`config.mk`:
```
export PLATFORM = sky130hd
export DESIGN_NAME = ddr3_app_arbiter_flat
export DESIGN_NICKNAME = d
export VERILOG_FILES = /design/src/rtl/ddr3_app_arbiter_if.sv /design/src/rtl/ddr3_app_arbiter.sv /design/src/flat_wrapper.sv
export SDC_FILE = /design/constraint.sdc
export NUM_CORES = 2
export LEC_CHECK = 0
export BUFFER_PORTS_ARGS = -buffer_cell sky130_fd_sc_hd__buf_2
export CELL_PAD_IN_SITES_DETAIL_PLACEMENT = 1
export CELL_PAD_IN_SITES_GLOBAL_PLACEMENT = 1
export CORE_AREA = 2 2 676 678
export DETAILED_ROUTE_END_ITERATION = 7
export DIE_AREA = 0 0 678 680
export PLACE_DENSITY_LB_ADDON = 0.3
export SYNTH_ARGS = -nofsm -noshare
export SYNTH_HDL_FRONTEND = slang
export SYNTH_SLANG_ARGS = --single-unit
```
`constraint.sdc`:
```
create_clock -name i_ui_clk -period 3.2 [get_ports i_ui_clk]
set_input_delay 0.64 -clock i_ui_clk [delete_from_list [all_inputs] [get_ports i_ui_clk]]
set_output_delay 0.64 -clock i_ui_clk [all_outputs]
set_load 0.01 [all_outputs]
```
`src/rtl/ddr3_app_arbiter_if.sv`:
```
// Handshake bundles around ddr3_app_arbiter.
//   ddr3_client_if : one memory-side client (request + read response).
//     master = client side, slave = arbiter side.
//     req_valid/req_ready : request handshake (ready is combinational)
//     req_write           : 1 = write, 0 = read
//     req_addr/data/be    : 27-bit app address, 256-bit data, 32 byte enables
//     resp_valid/data     : single-cycle read return, no backpressure
//   ddr3_app_if : ddr3_wrapper app_* user interface.
//     master = arbiter side, slave = wrapper side.
interface ddr3_client_if;
  logic         req_valid;
  logic         req_ready;
  logic         req_write;
  logic [26:0]  req_addr;
  logic [255:0] req_data;
  logic [31:0]  req_be;
  logic         resp_valid;
  logic [255:0] resp_data;

  modport master (output req_valid, req_write, req_addr, req_data, req_be,
                  input  req_ready, resp_valid, resp_data);
  modport slave  (input  req_valid, req_write, req_addr, req_data, req_be,
                  output req_ready, resp_valid, resp_data);
endinterface

interface ddr3_app_if;
  logic [26:0]  app_addr;
  logic [2:0]   app_cmd;
  logic         app_en;
  logic         app_rdy;
  logic [255:0] app_wdf_data;
  logic [31:0]  app_wdf_mask;
  logic         app_wdf_wren;
  logic         app_wdf_end;
  logic         app_wdf_rdy;
  logic [255:0] app_rd_data;
  logic         app_rd_data_valid;

  modport master (output app_addr, app_cmd, app_en, app_wdf_data, app_wdf_mask,
                         app_wdf_wren, app_wdf_end,
                  input  app_rdy, app_wdf_rdy, app_rd_data, app_rd_data_valid);
  modport slave  (input  app_addr, app_cmd, app_en, app_wdf_data, app_wdf_mask,
                         app_wdf_wren, app_wdf_end,
                  output app_rdy, app_wdf_rdy, app_rd_data, app_rd_data_valid);
endinterface

```
`src/rtl/ddr3_app_arbiter.sv`:
```
// Two-client round-robin arbiter / sequencer for the DDR3 app_* interface.
// One request is granted at a time (IDLE), then its single-beat command and
// write data are driven until accepted (ISSUE). The issuing client of every
// read is queued in an in-order tag FIFO so returned data is routed back.
// Ports:
//   i_ui_clk              : clock, rising edge
//   i_ui_clk_sync_rst     : synchronous active-high reset
//   i_init_calib_complete : grants blocked while low
//   c0, c1                : client bundles (slave side)
//   app                   : wrapper app_* bundle (master side)
//   o_tag_err             : sticky, read data returned with no read outstanding
module ddr3_app_arbiter #(
  parameter int TAG_DEPTH = 32
) (
  input  logic           i_ui_clk,
  input  logic           i_ui_clk_sync_rst,
  input  logic           i_init_calib_complete,
  ddr3_client_if.slave   c0,
  ddr3_client_if.slave   c1,
  ddr3_app_if.master     app,
  output logic           o_tag_err
);
  localparam int AW = $clog2(TAG_DEPTH);
  localparam logic [AW:0] TAG_FULL = (AW+1)'(TAG_DEPTH);

  typedef enum logic {S_IDLE, S_ISSUE} state_t;
  state_t r_state, w_state_nxt;

  logic                   r_last_grant;
  logic                   r_client;
  logic                   r_rd;
  logic [26:0]            r_addr;
  logic [255:0]           r_data;
  logic [31:0]            r_mask;
  logic                   r_cmd_done;
  logic                   r_dat_done;
  logic                   r_tag_err;

  logic [TAG_DEPTH-1:0]   r_tag_mem;
  logic [AW-1:0]          r_wptr;
  logic [AW-1:0]          r_rptr;
  logic [AW:0]            r_tag_cnt;

  logic [1:0]             r_resp_vld;
  logic [1:0][255:0]      r_resp_data;

  logic [1:0]             w_vld, w_wr, w_elig, w_ready;
  logic                   w_room, w_win, w_grant;
  logic                   w_app_en, w_wren;
  logic                   w_sel_wr;
  logic [26:0]            w_sel_addr;
  logic [255:0]           w_sel_data;
  logic [31:0]            w_sel_be;
  logic                   w_push, w_pop, w_err, w_pop_id;

  assign w_vld  = {c1.req_valid, c0.req_valid};
  assign w_wr   = {c1.req_write, c0.req_write};
  assign w_room = (r_tag_cnt < TAG_FULL);
  // Writes never consume a tag, so a full FIFO only blocks reads.
  assign w_elig = w_vld & {2{i_init_calib_complete}} & (w_wr | {2{w_room}});
  // On a tie the client that did not win last time goes.
  assign w_win  = (&w_elig) ? ~r_last_grant : w_elig[1];

  assign w_sel_wr   = w_win ? c1.req_write : c0.req_write;
  assign w_sel_addr = w_win ? c1.req_addr  : c0.req_addr;
  assign w_sel_data = w_win ? c1.req_data  : c0.req_data;
  assign w_sel_be   = w_win ? c1.req_be    : c0.req_be;

  always_comb begin
    w_state_nxt = r_state;
    w_grant     = 1'b0;
    w_ready     = 2'b00;
    w_app_en    = 1'b0;
    w_wren      = 1'b0;
    case (r_state)
      S_IDLE: begin
        // Gated by reset so ready stays low while reset is held.
        if ((|w_elig) && !i_ui_clk_sync_rst) begin
          w_grant        = 1'b1;
          w_ready[w_win] = 1'b1;
          w_state_nxt    = S_ISSUE;
        end
      end
      S_ISSUE: begin
        w_app_en = ~r_cmd_done;
        w_wren   = ~r_dat_done;
        // Leave once both halves are accepted, counting this cycle's accepts.
        if ((r_cmd_done | app.app_rdy) && (r_dat_done | app.app_wdf_rdy))
          w_state_nxt = S_IDLE;
      end
      default: w_state_nxt = S_IDLE;
    endcase
  end

  always_ff @(posedge i_ui_clk) begin
    if (i_ui_clk_sync_rst) begin
      r_state      <= S_IDLE;
      r_last_grant <= 1'b1;
      r_client     <= 1'b0;
      r_rd         <= 1'b0;
      r_addr       <= '0;
      r_data       <= '0;
      r_mask       <= '0;
      r_cmd_done   <= 1'b0;
      r_dat_done   <= 1'b0;
    end else begin
      r_state <= w_state_nxt;
      if (w_grant) begin
        r_last_grant <= w_win;
        r_client     <= w_win;
        r_rd         <= ~w_sel_wr;
        r_addr       <= w_sel_addr;
        r_data       <= w_sel_data;
        r_mask       <= ~w_sel_be;
        r_cmd_done   <= 1'b0;
        // A read has no data phase.
        r_dat_done   <= ~w_sel_wr;
      end else begin
        if (w_app_en & app.app_rdy)   r_cmd_done <= 1'b1;
        if (w_wren & app.app_wdf_rdy) r_dat_done <= 1'b1;
      end
    end
  end

  assign app.app_en       = w_app_en;
  assign app.app_addr     = r_addr;
  assign app.app_cmd      = {2'b00, r_rd};
  assign app.app_wdf_wren = w_wren;
  assign app.app_wdf_end  = w_wren;
  assign app.app_wdf_data = r_data;
  assign app.app_wdf_mask = r_mask;

  assign c0.req_ready = w_ready[0];
  assign c1.req_ready = w_ready[1];

  // Tag FIFO: one bit per outstanding read holding the issuing client.
  assign w_push   = w_app_en & app.app_rdy & r_rd;
  assign w_pop    = app.app_rd_data_valid & (r_tag_cnt != '0);
  assign w_err    = app.app_rd_data_valid & (r_tag_cnt == '0);
  assign w_pop_id = r_tag_mem[r_rptr];

  always_ff @(posedge i_ui_clk) begin
    if (w_push) r_tag_mem[r_wptr] <= r_client;
  end

  always_ff @(posedge i_ui_clk) begin
    if (i_ui_clk_sync_rst) begin
      r_wptr    <= '0;
      r_rptr    <= '0;
      r_tag_cnt <= '0;
      r_tag_err <= 1'b0;
    end else begin
      if (w_push) r_wptr <= r_wptr + AW'(1);
      if (w_pop)  r_rptr <= r_rptr + AW'(1);
      case ({w_push, w_pop})
        2'b10:   r_tag_cnt <= r_tag_cnt + (AW+1)'(1);
        2'b01:   r_tag_cnt <= r_tag_cnt - (AW+1)'(1);
        default: r_tag_cnt <= r_tag_cnt;
      endcase
      if (w_err) r_tag_err <= 1'b1;
    end
  end

  always_ff @(posedge i_ui_clk) begin
    if (i_ui_clk_sync_rst) begin
      r_resp_vld  <= '0;
      r_resp_data <= '0;
    end else begin
      for (int n = 0; n < 2; n++) begin
        r_resp_vld[n] <= w_pop && (w_pop_id == n[0]);
        if (w_pop && (w_pop_id == n[0])) r_resp_data[n] <= app.app_rd_data;
      end
    end
  end

  assign c0.resp_valid = r_resp_vld[0];
  assign c0.resp_data  = r_resp_data[0];
  assign c1.resp_valid = r_resp_vld[1];
  assign c1.resp_data  = r_resp_data[1];
  assign o_tag_err     = r_tag_err;
endmodule

```
`src/flat_wrapper.sv`:
```
// flat-port wrapper written by rule: the top's interface ports become plain ports
module ddr3_app_arbiter_flat 
#(
  parameter int TAG_DEPTH = 32
)
  (i_ui_clk, i_ui_clk_sync_rst, i_init_calib_complete, o_tag_err, c0_req_valid, c0_req_write, c0_req_addr, c0_req_data, c0_req_be, c0_req_ready, c0_resp_valid, c0_resp_data, c1_req_valid, c1_req_write, c1_req_addr, c1_req_data, c1_req_be, c1_req_ready, c1_resp_valid, c1_resp_data, app_app_addr, app_app_cmd, app_app_en, app_app_wdf_data, app_app_wdf_mask, app_app_wdf_wren, app_app_wdf_end, app_app_rdy, app_app_wdf_rdy, app_app_rd_data, app_app_rd_data_valid);
  ddr3_client_if c0_i ();
  ddr3_client_if c1_i ();
  ddr3_app_if app_i ();
  input  logic i_ui_clk;
  input  logic i_ui_clk_sync_rst;
  input  logic i_init_calib_complete;
  output logic o_tag_err;
  input wire logic [$bits(c0_i.req_valid)-1:0] c0_req_valid;
  input wire logic [$bits(c0_i.req_write)-1:0] c0_req_write;
  input wire logic [$bits(c0_i.req_addr)-1:0] c0_req_addr;
  input wire logic [$bits(c0_i.req_data)-1:0] c0_req_data;
  input wire logic [$bits(c0_i.req_be)-1:0] c0_req_be;
  output wire logic [$bits(c0_i.req_ready)-1:0] c0_req_ready;
  output wire logic [$bits(c0_i.resp_valid)-1:0] c0_resp_valid;
  output wire logic [$bits(c0_i.resp_data)-1:0] c0_resp_data;
  input wire logic [$bits(c1_i.req_valid)-1:0] c1_req_valid;
  input wire logic [$bits(c1_i.req_write)-1:0] c1_req_write;
  input wire logic [$bits(c1_i.req_addr)-1:0] c1_req_addr;
  input wire logic [$bits(c1_i.req_data)-1:0] c1_req_data;
  input wire logic [$bits(c1_i.req_be)-1:0] c1_req_be;
  output wire logic [$bits(c1_i.req_ready)-1:0] c1_req_ready;
  output wire logic [$bits(c1_i.resp_valid)-1:0] c1_resp_valid;
  output wire logic [$bits(c1_i.resp_data)-1:0] c1_resp_data;
  output wire logic [$bits(app_i.app_addr)-1:0] app_app_addr;
  output wire logic [$bits(app_i.app_cmd)-1:0] app_app_cmd;
  output wire logic [$bits(app_i.app_en)-1:0] app_app_en;
  output wire logic [$bits(app_i.app_wdf_data)-1:0] app_app_wdf_data;
  output wire logic [$bits(app_i.app_wdf_mask)-1:0] app_app_wdf_mask;
  output wire logic [$bits(app_i.app_wdf_wren)-1:0] app_app_wdf_wren;
  output wire logic [$bits(app_i.app_wdf_end)-1:0] app_app_wdf_end;
  input wire logic [$bits(app_i.app_rdy)-1:0] app_app_rdy;
  input wire logic [$bits(app_i.app_wdf_rdy)-1:0] app_app_wdf_rdy;
  input wire logic [$bits(app_i.app_rd_data)-1:0] app_app_rd_data;
  input wire logic [$bits(app_i.app_rd_data_valid)-1:0] app_app_rd_data_valid;
  assign c0_i.req_valid = c0_req_valid;
  assign c0_i.req_write = c0_req_write;
  assign c0_i.req_addr = c0_req_addr;
  assign c0_i.req_data = c0_req_data;
  assign c0_i.req_be = c0_req_be;
  assign c0_req_ready = c0_i.req_ready;
  assign c0_resp_valid = c0_i.resp_valid;
  assign c0_resp_data = c0_i.resp_data;
  assign c1_i.req_valid = c1_req_valid;
  assign c1_i.req_write = c1_req_write;
  assign c1_i.req_addr = c1_req_addr;
  assign c1_i.req_data = c1_req_data;
  assign c1_i.req_be = c1_req_be;
  assign c1_req_ready = c1_i.req_ready;
  assign c1_resp_valid = c1_i.resp_valid;
  assign c1_resp_data = c1_i.resp_data;
  assign app_app_addr = app_i.app_addr;
  assign app_app_cmd = app_i.app_cmd;
  assign app_app_en = app_i.app_en;
  assign app_app_wdf_data = app_i.app_wdf_data;
  assign app_app_wdf_mask = app_i.app_wdf_mask;
  assign app_app_wdf_wren = app_i.app_wdf_wren;
  assign app_app_wdf_end = app_i.app_wdf_end;
  assign app_i.app_rdy = app_app_rdy;
  assign app_i.app_wdf_rdy = app_app_wdf_rdy;
  assign app_i.app_rd_data = app_app_rd_data;
  assign app_i.app_rd_data_valid = app_app_rd_data_valid;
  ddr3_app_arbiter #(.TAG_DEPTH(TAG_DEPTH)) u_core (.i_ui_clk(i_ui_clk), .i_ui_clk_sync_rst(i_ui_clk_sync_rst), .i_init_calib_complete(i_init_calib_complete), .c0(c0_i), .c1(c1_i), .app(app_i), .o_tag_err(o_tag_err));
endmodule
```
## Word level (Yosys, flattened, before mapping)

Index checks and enable logic that the tools add are counted.

| storage, ports and cells | value |
|---|---|
| output and inout port bits | 838 |
| bits in latches | 0 |
| bits of input ports | 896 |
| bits in read-only memories | 0 |
| memory bits (writable) | 0 |
| memories kept | 0 |
| flip-flop bits (word level) | 884 |
| word-level logic and storage cells | 83 |

| cells by class | value |
|---|---|
| bitwise operators | 17 |
| add/sub/neg operators | 4 |
| equality and inequality tests | 2 |
| reduce and logical (&&, ||, !) cells | 14 |
| magnitude comparators | 6 |
| $mul | 0 |
| div/mod/pow operators | 0 |
| mux-type cells | 23 |
| shift-type cells | 0 |

Operator list:

| operator | number |
|---|---|
| 2-to-1 mux 256 bit | 1 |
| bitwise mux 32 bit | 1 |
| 2-to-1 mux 32 bit | 1 |
| inverter 32 bit | 1 |
| 2-to-1 mux 27 bit | 1 |
| less-than comparator 5 x 6 -> 1 bit, second input constant | 2 |
| 2-to-1 mux 1 bit | 12 |
| one-hot mux 6 bit (2 select lines) | 1 |
| adder 5 x 1 -> 5 bit, second input constant | 2 |
| adder 6 x 1 -> 6 bit, second input constant | 1 |
| logical AND 1 bit | 6 |
| zero test 6 bit | 1 |
| less-than comparator 6 bit, second input constant | 1 |
| inverter 1 bit | 6 |
| nonzero test 6 bit | 1 |
| subtractor 6 x 1 -> 6 bit, second input constant | 1 |
| AND 1 bit | 5 |
| binary-select mux 1 bit (select 5 bit) | 1 |
| demux 1 bit (select 5 bit) | 1 |
| >= comparator 5 x 1 -> 1 bit, second input constant | 1 |
| AND 2 bit | 2 |
| 2-to-1 mux 2 bit | 2 |
| nonzero test 2 bit | 2 |
| OR reduction 2 bit | 2 |
| other kinds (10) | 11 |

## Depth between registers and ports, before layout

| logic depth | value |
|---|---|
| depth after elaboration | 11 |
| mapped depth | 18 |

## Worst setup path after synthesis

Ideal clock, no wire load.

| timing | value |
|---|---|
| path type | input to register |
| start point | in app_app_rd_data_valid |
| end point | reg u_core.r_tag_cnt[2] |
| stages | 15 |
| arrival | 3,099 ps |
| data required time | 3,130 ps |
| slack | 30 ps |
| buffers on the path | 5 |
| setup time | 70 ps |
| cells stage by stage | inv_1 a31o_2 buf_2 buf_4 inv_1 buf_4 buf_2 ha_1 clkbuf_1 xor2_1 ha_1 a31oi_1 xor2_1 or3_1 a21oi_1 |

| on the way | value |
|---|---|
| longest elaborated chain between the ends | 3 |
| elaborated cells between the ends (all ways) | 5 |
| those cells by class | eq/ne: 2; mux: 1; bitwise: 1; reduce/logical: 1 |

RTL lines:

| what | line | RTL |
|---|---|---|
| start: declaration | flat_wrapper.sv:40 | `input wire logic [$bits(app_i.app_rd_data_valid)-1:0] app_app_rd_data_valid;` |
| AND 1 bit (*) | ddr3_app_arbiter.sv:138 | `assign w_pop = app.app_rd_data_valid & (r_tag_cnt != '0);` |
| named net u_core.w_pop | ddr3_app_arbiter.sv:54 | `logic w_push, w_pop, w_err, w_pop_id;` |
| == test 2 x 1 -> 1 bit or == test 2 bit (tied branches) | ddr3_app_arbiter.sv:155 | `case ({w_push, w_pop})` |
| one-hot mux 6 bit (2 select lines) or nonzero test 2 bit (tied branches) | - |  |
| end signal: assignment | ddr3_app_arbiter.sv:156 | `2'b10: r_tag_cnt <= r_tag_cnt + (AW+1)'(1);` |
| end signal: assignment | ddr3_app_arbiter.sv:157 | `2'b01: r_tag_cnt <= r_tag_cnt - (AW+1)'(1);` |
| end signal: assignment | ddr3_app_arbiter.sv:158 | `default: r_tag_cnt <= r_tag_cnt;` |
| end: declaration | ddr3_app_arbiter.sv:42 | `logic [AW:0] r_tag_cnt;` |

Mark *: on every way through the listed nets, which the timed path passes. The rest lies on a longest branch.
A chain may end at the register's enable or synchronous reset.

## Final worst setup path

| timing | value |
|---|---|
| start point | reg u_core.r_tag_cnt[5] |
| end point | reg u_core.r_data[236], in the netlist u_core.app.app_wdf_data[236] |

| on the way | value |
|---|---|
| longest elaborated chain between the ends | 7 |
| elaborated cells between the ends (all ways) | 10 |
| those cells by class | order compare: 1; mux: 4; bitwise: 2; reduce/logical: 3 |

RTL lines:

| what | line | RTL |
|---|---|---|
| less-than comparator 6 bit (*) | ddr3_app_arbiter.sv:58 | `assign w_room = (r_tag_cnt < TAG_FULL);` |
| OR 2 bit (*) | ddr3_app_arbiter.sv:60 | `assign w_elig = w_vld & {2{i_init_calib_complete}} & (w_wr \| {2{w_room}});` |
| AND 2 bit (*) | ddr3_app_arbiter.sv:60 |  |
| OR reduction 2 bit | ddr3_app_arbiter.sv:78 | `if ((\|w_elig) && !i_ui_clk_sync_rst) begin` |
| logical AND 1 bit | ddr3_app_arbiter.sv:78 |  |
| 2-to-1 mux 1 bit | ddr3_app_arbiter.sv:78 |  |
| 2-to-1 mux 1 bit | ddr3_app_arbiter.sv:75 | `case (r_state)` |
| end signal: assignment | ddr3_app_arbiter.sv:113 | `r_data <= w_sel_data;` |
| end: declaration | ddr3_app_arbiter.sv:33 | `logic [255:0] r_data;` |

Every way passes the cells marked *; elsewhere a longest branch is shown, timed or not.

==> flow_summary.ini <==
[run_status]
status = complete, no violations

[cells_and_area]
fin_nets = 7547
most-common-layout-cells = 1730 x buf_2, 1200 x nand2_1, 852 x dfxtp_1
final_cells = 12800
drive_gt1_frac = 0.314
area_delta_synth_final_pct = 78.4
postLayoutCoreUtil = 0.136
layout_commonest_cell = buf_2

[synthesis]
synth_edf_count = 32
synth.distinct_cells = 57
ys_warn_count = 0
synth_top_area_share = 0.492
synth_area_leaders = dfxtp_1 49%, nand2_1 13%, a21oi_1 8.1%, a311oi_1 7.2%, nand3_1 4.2%
syn_area_um2 = 34600
ys.flop_type = dfxtp_1
synth_seq_cells = 884
yosysSeqAreaShare = 0.520
avgSynthCellArea_um2 = 7.95
synthArstFlopShare = 0
synth_cells = 4357
synth_top_area_cell = dfxtp_1

[place]
gp_congestion = 1.01
hpwl_mm = 252
port_buffers = 1731
dp.cells = 11800

[drt]
drc = 0
dr_wl_met3_mm = 20.9
routedWlPerCell_um = 24.0
wirelength_mm = 308
postRouteAntennaNets = 0
via_per_inst = 3.30
first_pass_iters = 5
routed-wl-met2_mm = 158
wl_met1_mm = 112
top_layer = met5
vias = 42200
initialDrtViolationCount = 1969

[sta]
min_period_ns = 2.94
max_freq_ghz = 0.340
skew_ns = 0.0681
maxSlewHeadroom = 0.255
setup_viol = 0
hold_viol = 0
period_share = 0.919
tightest_slew_ns = 1.12
drv_slew = 0
final.setup.tns_ns = 0
rsz0062_at_grt = no

[global_route]
grt_overflow = 0
grt_use_total = 0.127
grt_pass1_vias = 44300
grt_pass1_wl_mm = 404
grt_max_degree = 118
antenna_found_initial = 115

[clock_tree]
cts-root-buf = clkbuf_16
cts_inserted_buffers = 121
insertion_delay_ns = 0.87
clock_sink_count = 884
ctsHtreeMaxLevel = 3
clk_pin_slew_ns = 0.06
cts_max_path_buffers = 4
cts_tree = built

[hold_path]
hold_class = input pin to flip-flop
hold_depth = 3
hp-start = c0_req_data[99]
worstHoldEndpoint = u_core.app.app_wdf_data[99]

[power]
power_frac_comb = 0.311
p_per_area_nw_per_um2 = 639
seqPwrFrac = 0.339
leakage_nw = 25.0
internal-power_mw = 24.5
switching_share = 0.379
ir_worst_vdd_uv = 388
p_clk_frac = 0.350
power.switching_mw = 15.0
p_total_mw = 39.5

[die]
core_area_um2 = 454000
dieArea_um2 = 461000
rows = 248
die_w_um = 678
initial_core_util = 0.0762
die_y_um = 680
io_pins = 1734

[run]
drv_cap = 0

[worst_setup_path]
cp_data_arrival_time_ns = 3.73
crit-reg2reg-launch = u_core.r_tag_cnt[5]
critPathKind = flip-flop to flip-flop
reg2reg_to = u_core.app.app_wdf_data[236]
rr_worst_depth = 9
cp-start-kind = flip-flop
setup.worst_path.end_class = flip-flop
crit_fanout = 57
required_ns = 3.99
r2r_slack_ns = 0.26
==> synth_stat cells, types with 4 or more instances <==
cell type  count
o21ai_1        5
o21ai_0      256
nand2_1     1200
a21oi_1      558
xor2_1         8
buf_6         12
dfxtp_1      852
nor3_1         8
edfxtp_1      32
clkbuf_1     266
xnor2_1        4
a311oi_1     283
buf_4         26
inv_1          8
nand3_1      293
a22oi_1        8
buf_2         87
nor2b_1        8
ha_1           7
nor2_1       340
mux2i_1       17
nand3b_1       4
buf_1         33
==> area by class of cell <==
cell class / instances / area (um2)
antenna: 68 / 170
clock buffer: 174 / 3490
clock inverter: 40 / 407
fill: 54600 / 393000
inverter: 9 / 41.3
multi-input combinational: 3040 / 14800
sequential: 884 / 18000
tap: 6000 / 7510
timing repair buffer: 2588 / 17400
==> logic make-up (layout without fill, tap and decap cells) <==
kind of cell,count (synthesis),in the layout,synth area share
simple gates,1872,1872,0.217
compound gates,1130,1130,0.197
flops,884,884,0.520
buf+inv,434,2811,0.0556
mux,17,17,0.00491
xor+xnor,12,12,0.00303
fa+ha+maj,7,7,0.00253
other cells,1,70,0.000108
==> worst max path at each step <==
stage	startpoint	endpoint
finish	u_core.r_tag_cnt[5]	u_core.app.app_wdf_data[236]
floorplan	app_app_rd_data_valid	u_core.r_tag_cnt[2]
global placement	u_core.r_tag_cnt[0]	u_core.c1.resp_data[226]
global route	u_core.r_tag_cnt[5]	c1_req_ready
detailed placement	u_core.r_tag_cnt[0]	u_core.c1.resp_data[226]
CTS	u_core.r_tag_cnt[5]	c1_req_ready
==> through the flow <==
stage          area, um2  setup WS [ns]  hold slack (ns)
4_1_cts            61600         0.0703        0.0000924
3_5_place_dp       50900          0.364            0.445
5_1_grt            61700         0.0435           0.0439
3_3_place_gp       50900          0.374            0.440
2_1_floorplan      34600         0.0303            0.436
6_report           61800          0.259            0.111
==> per-layer routing <==
layer / up-vias / GRT usage
met4: 34 / 0.0589
met5: - / 0
met1: 20800 / 0.134
met2: 1329 / 0.233
met3: 449 / 0.0357
li1: 19600 / -
==> worst max-delay path: stages, from the launching register on <==
cell           delay [ns]
dfxtp_1              0.33
inv_1                0.17
o211ai_1             0.21
buf_4                0.15
o2111a_4             0.31
buf_12               0.28
buf_4                0.40
nand2_1              0.12
a311oi_1             0.28
dlygate4sd3_1        0.59
==> power groups by stage <==
stage | clock (mW) | sequential [mW] | combinational, mW
2_1_floorplan | 0 | 13.9 | 4.59
3_3_place_gp | 0 | 13.6 | 11.7
3_5_place_dp | 0 | 13.7 | 11.7
4_1_cts | 14.4 | 13.4 | 12.6
5_1_grt | 14.8 | 13.6 | 13.3
6_report | 13.8 | 13.4 | 12.3
==> sequential cells by signal, summed over array words and instances (netlist names), 2 cells and up <==
| signal | count |
|---|---|
| u_core.app.app_addr | 27 |
| u_core.app.app_wdf_data | 256 |
| u_core.app.app_wdf_mask | 32 |
| u_core.c0.resp_data | 256 |
| u_core.c1.resp_data | 256 |
| u_core.r_resp_vld | 2 |
| u_core.r_rptr | 5 |
| u_core.r_tag_cnt | 6 |
| u_core.r_tag_mem | 32 |
| u_core.r_wptr | 5 |
==> timing repair <==
action,4_1_cts,5_1_grt
buffers inserted,1,0
gates resized for setup,1,0
hold endpoints to repair,721,0
setup endpoints to repair,1,0
hold buffers,676,0
Note: power is estimated with default switching activity, not from simulation.
